--- src/rtl/pjt_pkg.sv ---
// Shared types and helpers for the parallel fork/join tracker.
// Join policy codes, FSM state encoding and a small population-count helper.
package pjt_pkg;

    typedef enum logic [1:0] {
        JOIN_ALL  = 2'd0,
        JOIN_ANY  = 2'd1,
        JOIN_NONE = 2'd2
    } join_mode_e;

    typedef enum logic [1:0] {
        IDLE  = 2'd0,
        RUN   = 2'd1,
        DRAIN = 2'd2
    } state_e;

    localparam int MAX_BR = 4;

    function automatic logic [2:0] popcount4(input logic [3:0] v);
        popcount4 = {2'b00, v[0]} + {2'b00, v[1]} + {2'b00, v[2]} + {2'b00, v[3]};
    endfunction

endpackage

--- src/rtl/branch_timer.sv ---
// Per-branch countdown: loaded with its duration at launch, active while non-zero,
// done pulse in the final active cycle. clear kills the count immediately.
module branch_timer #(
    parameter int CNT_W = 8
) (
    input  logic             clk,
    input  logic             rst_n,
    input  logic             load,
    input  logic             clear,
    input  logic [CNT_W-1:0] dur,
    output logic             active,
    output logic             done
);

    localparam logic [CNT_W-1:0] ONE  = CNT_W'(1'b1);
    localparam logic [CNT_W-1:0] ZERO = {CNT_W{1'b0}};

    logic [CNT_W-1:0] cnt_r;

    // countdown register, saturating at zero
    always_ff @(posedge clk) begin
        if (!rst_n) begin
            cnt_r <= ZERO;
        end else if (clear) begin
            cnt_r <= ZERO;
        end else if (load) begin
            cnt_r <= dur;
        end else if (cnt_r != ZERO) begin
            cnt_r <= cnt_r - ONE;
        end else begin
            cnt_r <= cnt_r;
        end
    end

    assign active = (cnt_r != ZERO);
    assign done   = (cnt_r == ONE);

endmodule

--- src/rtl/parallel_join_tracker.sv ---
// Fork/join tracker: launches NUM_BR timed branches together and signals when the
// selected join policy is satisfied, then drains until every branch has finished.
module parallel_join_tracker
    import pjt_pkg::*;
#(
    parameter int NUM_BR = 2,
    parameter int CNT_W  = 8
) (
    input  logic                      clk,
    input  logic                      rst_n,
    input  logic                      start_valid,
    output logic                      start_ready,
    input  logic [1:0]                join_mode,
    input  logic [NUM_BR*CNT_W-1:0]   dur,
    input  logic                      abort,
    output logic [NUM_BR-1:0]         br_active,
    output logic [NUM_BR-1:0]         br_done,
    output logic                      join_done,
    output logic [$clog2(NUM_BR+1)-1:0] completed_cnt,
    output logic                      busy
);

    localparam int CW = $clog2(NUM_BR + 1);

    state_e            state_r, state_s;
    logic [1:0]        mode_r;
    logic              first_r;
    logic              all_zero_r;
    logic [CW-1:0]     comp_r;
    logic              launch_s;
    logic              join_s;
    logic [NUM_BR-1:0] zero_s;
    logic [NUM_BR-1:0] left_s;
    logic [3:0]        done_pad_s;
    logic [3:0]        zero_pad_s;

    assign launch_s   = start_valid && (state_r == IDLE) && !abort;
    assign done_pad_s = 4'(br_done);
    assign zero_pad_s = 4'(zero_s);
    assign left_s     = br_active & ~br_done;

    genvar gi;
    generate
        for (gi = 0; gi < NUM_BR; gi++) begin : g_br
            assign zero_s[gi] = (dur[gi*CNT_W +: CNT_W] == {CNT_W{1'b0}});

            branch_timer #(.CNT_W(CNT_W)) u_timer (
                .clk    (clk),
                .rst_n  (rst_n),
                .load   (launch_s),
                .clear  (abort),
                .dur    (dur[gi*CNT_W +: CNT_W]),
                .active (br_active[gi]),
                .done   (br_done[gi])
            );
        end
    endgenerate

    // join condition; the reserved mode code falls into the JOIN_ALL default
    always_comb begin
        join_s = 1'b0;
        if (state_r == RUN) begin
            if (first_r && ((mode_r == JOIN_NONE) || all_zero_r)) begin
                join_s = 1'b1;
            end else begin
                case (mode_r)
                    JOIN_NONE: join_s = 1'b0;
                    JOIN_ANY:  join_s = |br_done;
                    default:   join_s = (|br_done) && (br_done == br_active);
                endcase
            end
        end else begin
            join_s = 1'b0;
        end
    end

    // next-state logic
    always_comb begin
        state_s = state_r;
        case (state_r)
            IDLE: begin
                if (launch_s) state_s = RUN;
                else          state_s = IDLE;
            end
            RUN: begin
                if (abort)               state_s = IDLE;
                else if (!join_s)        state_s = RUN;
                else if (left_s != '0)   state_s = DRAIN;
                else                     state_s = IDLE;
            end
            DRAIN: begin
                if (abort || (left_s == '0)) state_s = IDLE;
                else                         state_s = DRAIN;
            end
            default: state_s = IDLE;
        endcase
    end

    // state register and per-launch context
    always_ff @(posedge clk) begin
        if (!rst_n) begin
            state_r    <= IDLE;
            mode_r     <= 2'b00;
            first_r    <= 1'b0;
            all_zero_r <= 1'b0;
        end else begin
            state_r <= state_s;
            first_r <= launch_s;
            if (launch_s) begin
                mode_r     <= join_mode;
                all_zero_r <= &zero_s;
            end else begin
                mode_r     <= mode_r;
                all_zero_r <= all_zero_r;
            end
        end
    end

    // zero-duration branches count as complete straight from launch
    always_ff @(posedge clk) begin
        if (!rst_n) begin
            comp_r <= {CW{1'b0}};
        end else if (launch_s) begin
            comp_r <= CW'(popcount4(zero_pad_s));
        end else if (abort) begin
            comp_r <= comp_r;
        end else begin
            comp_r <= comp_r + CW'(popcount4(done_pad_s));
        end
    end

    assign start_ready   = (state_r == IDLE);
    assign busy          = (state_r != IDLE);
    assign join_done     = join_s;
    assign completed_cnt = comp_r;

endmodule

--- config.mk ---
export PLATFORM = sky130hd
export DESIGN_NAME = parallel_join_tracker
export DESIGN_NICKNAME = d
export VERILOG_FILES = /design/src/rtl/pjt_pkg.sv /design/src/rtl/branch_timer.sv /design/src/rtl/parallel_join_tracker.sv
export SDC_FILE = /design/constraint.sdc
export NUM_CORES = 1
export LEC_CHECK = 0
export ABC_AREA = 1
export CAP_MARGIN = 20
export CORE_ASPECT_RATIO = 0.6
export CORE_MARGIN = 4
export CORE_UTILIZATION = 47
export DETAILED_ROUTE_END_ITERATION = 10
export DONT_BUFFER_PORTS = 1
export PLACE_DENSITY = 0.63
export RECOVER_POWER = 25
export SLEW_MARGIN = 10
export SYNTH_ARGS = -nofsm -noshare
export SYNTH_HDL_FRONTEND = slang
export SYNTH_HIERARCHICAL = 1
export SYNTH_SLANG_ARGS = --single-unit
--- constraint.sdc ---
create_clock -name clk -period 1.67 [get_ports clk]
set_input_delay 0.334 -clock clk [delete_from_list [all_inputs] [get_ports clk]]
set_output_delay 0.334 -clock clk [all_outputs]
set_load 0.01 [all_outputs]
==> flow_summary_export.csv <==
group,metric,value,unit
routing,drtIter0Drc,77,
yosys,synth_area_leaders,"dfxtp_1 (30%), nand2_1 (9.9%), ha_1 (8.6%)",
critical_path,crit_start,"g_br[1].u_timer/cnt_r[0]",
routing,drt_pass1_iterations,4,
grt,grt_start_max_net_pins,22,
timing,final_max_slew_viol_count,0,
placed_design,placedCellCount,297,
die,rows,16,
grt,grt_pass1_vias,1472,
clock_network,ctsRootBufferMaster,"clkbuf_8",
routing,drtAntennaViolNets,0,
min_path,hp-start,"rst_n",
cells_and_area,area_delta_synth_final,33.1,%
yosys,syn_nets,263,
die,die_w,83.2,µm
timing,setup_viol,9,
critical_path,end_kind,"output port",
routing,wire_per_inst,13.4,µm
grt,antenna_found_initial,0,
timing,tns,-1.09,ns
yosys,synth_cell_types,28,
routing,vias,1565,
critical_path,ff2ff_setup_slack,-0.14,ns
critical_path,r2r-start,"state_r[0]",
critical_path,cp_max_fo,3,
power_and_ir_drop,power.density,1150,nW/µm²
clock_network,tritoncts,"built",
power_and_ir_drop,ir_drop,512,µV
timing,hold_viol,0,
timing,fmax,501,MHz
cells_and_area,num_antenna_cells,0,
cells_and_area,drive_gt1_frac,0.352,
yosys,synth_top_area_share,0.301,
cells_and_area,nNetsFinal,300,
yosys,yosysTopAreaCell,"dfxtp_1",
yosys,synthCells,229,
critical_path,crit_type,"reg -> out",
cells_and_area,fin_area,2120,µm²
placed_design,port_buffers,0,
job,max-cap-violations,0,
critical_path,required,1.34,ns
grt,grt.total_usage,0.193,
die,ios,31,
clock_network,htree_levels,1,
timing,timing.hold.ws,0.203,ns
die,placeableCoreArea,3260,µm²
critical_path,max_stage_delay,0.37,ns
placed_design,hpwlAfterDp,3240,µm
clock_network,cts.sinks,24,
critical_path,rr_endpoint,"g_br[0].u_timer/cnt_r[0]",
yosys,avgSynthCellArea,6.97,µm²
yosys,netlist_area,1600,µm²
clock_network,ctsHoldBuffers,0,
clock_network,cts.reportedPaths.clkPinSlew,0.08,ns
critical_path,cpMostUsedCell,"nand2_2",
yosys,yosysWarningCount,6,
routing,via_per_inst,5.06,
timing,fin_worst_skew,0.00174,ns
grt,grt_pass1_wl,6780,µm
power_and_ir_drop,power.total,2.44,mW
placed_design,finalWeightedCongestion,0.770,
timing,min_period,2.00,ns
min_path,holdPathEnd,"mode_r[0]",
clock_network,clock_latency,0.26,ns
die,dieArea,4420,µm²
critical_path,arrival,1.66,ns
grt,grt_overflow,0,
yosys,synth_seq_cells,24,
yosys,ys_seq_area_frac,0.301,
routing,drc_errors,0,
timing,period_share,1.20,
critical_path,crit_chain,"inv_4, ha_4, nand2_4, nor2_4, inv_2, ha_4, nand2_2, nand2_2, nand3_2, nand2_1, nand2_2, inv_2",
timing,fin_ws,-0.327,ns
routing,routed_wl,4150,µm
cells_and_area,layout_common_cells,"nand2_1 (35), buf_4 (34), inv_1 (27), a21oi_1 (20), dfxtp_1 (18)",
clock_network,cts_buffers,3,
run_status,violations,"setup timing",
placed_design,postPlaceCellArea,1920,µm²
min_path,hold_path_class,"in -> reg",
run_status,run_status,"finished, violations left",
timing,slew-limit-headroom,0.713,
cells_and_area,final_util,0.651,
critical_path,start_kind,"flip-flop",
min_path,hold_depth,2,
power_and_ir_drop,p_leak,0.954,nW
critical_path,path_delay_family,"simple AND/OR/NAND/NOR gates",
cells_and_area,final_common_cell,"nand2_1",
timing,rsz0062_at_grt,"yes",
timing,worstMarginPinSlew,0.429,ns
cells_and_area,final_cells,309,
placed_design,dpl_worst_slack,-0.0725,ns
critical_path,reg2reg_depth,8,
clock_network,cts_buffer_depth,2,
die,die_h,53.1,µm
die,start_util,0.489,
critical_path,cp_num_buf_inv,3,
critical_path,slowest_stage,"dfxtp_4",
-- final cells by class --
cell class | count | area (µm²)
fill | 276 | 1140
multi-input combinational | 164 | 1110
sequential | 24 | 493
timing repair buffer | 36 | 278
inverter | 37 | 149
tap | 45 | 56.3
clock buffer | 3 | 41.3
-- timing repair --
item / CTS / global route
resized for setup: 14 / 17
pin swaps: 4 / 12
endpoints found under the setup margin: 3 / 5
buffers inserted: 4 / 6
-- Yosys cell counts (all sizes together) --
master	n
nand2	47
inv	36
nor2	31
dfxtp	24
a21oi	22
o21ai	18
nand3	13
ha	11
nor4	4
xor2	4
o211ai	3
and2	2
buf	2
clkbuf	2
nand4	2
nor3	2
or2	2
a21boi	1
a31oi	1
clkinv	1
fa	1
-- state kept, by name, summed over array words and instances (netlist names) --
signal and flops:
g_br.u_timer/cnt_r 16, completed_cnt 2, mode_r 2, state_r 2, all_zero_r 1, first_r 1
-- worst max-delay path by stage --
stage | cells after the start | to
detailed placement | 12 | join_done
floorplan | 12 | join_done
finish | 12 | join_done
global placement | 12 | join_done
global route | 11 | join_done
CTS | 12 | join_done
-- cells by family (layout without fill, tap and decap cells) --
logic type               Yosys count  count (layout)  share of synthesized area
AND/OR/NAND/NOR                  103             103                      0.324
AO/OA/AOI/OAI                     45              45                      0.153
buffers and inverters             41              76                      0.101
flip-flops                        24              24                      0.301
adder cells (fa/ha/maj)           12              12                     0.0987
XOR/XNOR                           4               4                     0.0219
-- report_power, final --
group | total [mW] | leakage, nW | switching, mW | internal, mW
clock network | 0.331 | 0.0216 | 0.170 | 0.161
logic | 1.39 | 0.733 | 0.752 | 0.640
registers | 0.718 | 0.199 | 0.0721 | 0.646
-- layer usage --
metal / track usage / part of all wire / routed length [µm]
met1: 0.253 / 0.45 / 1860
met5: 0 / 0 / 0
met4: 0.0245 / 0.0022 / 9
met2: 0.336 / 0.50 / 2060
met3: 0.0451 / 0.053 / 220
Note: power is estimated with default switching activity, not from simulation.
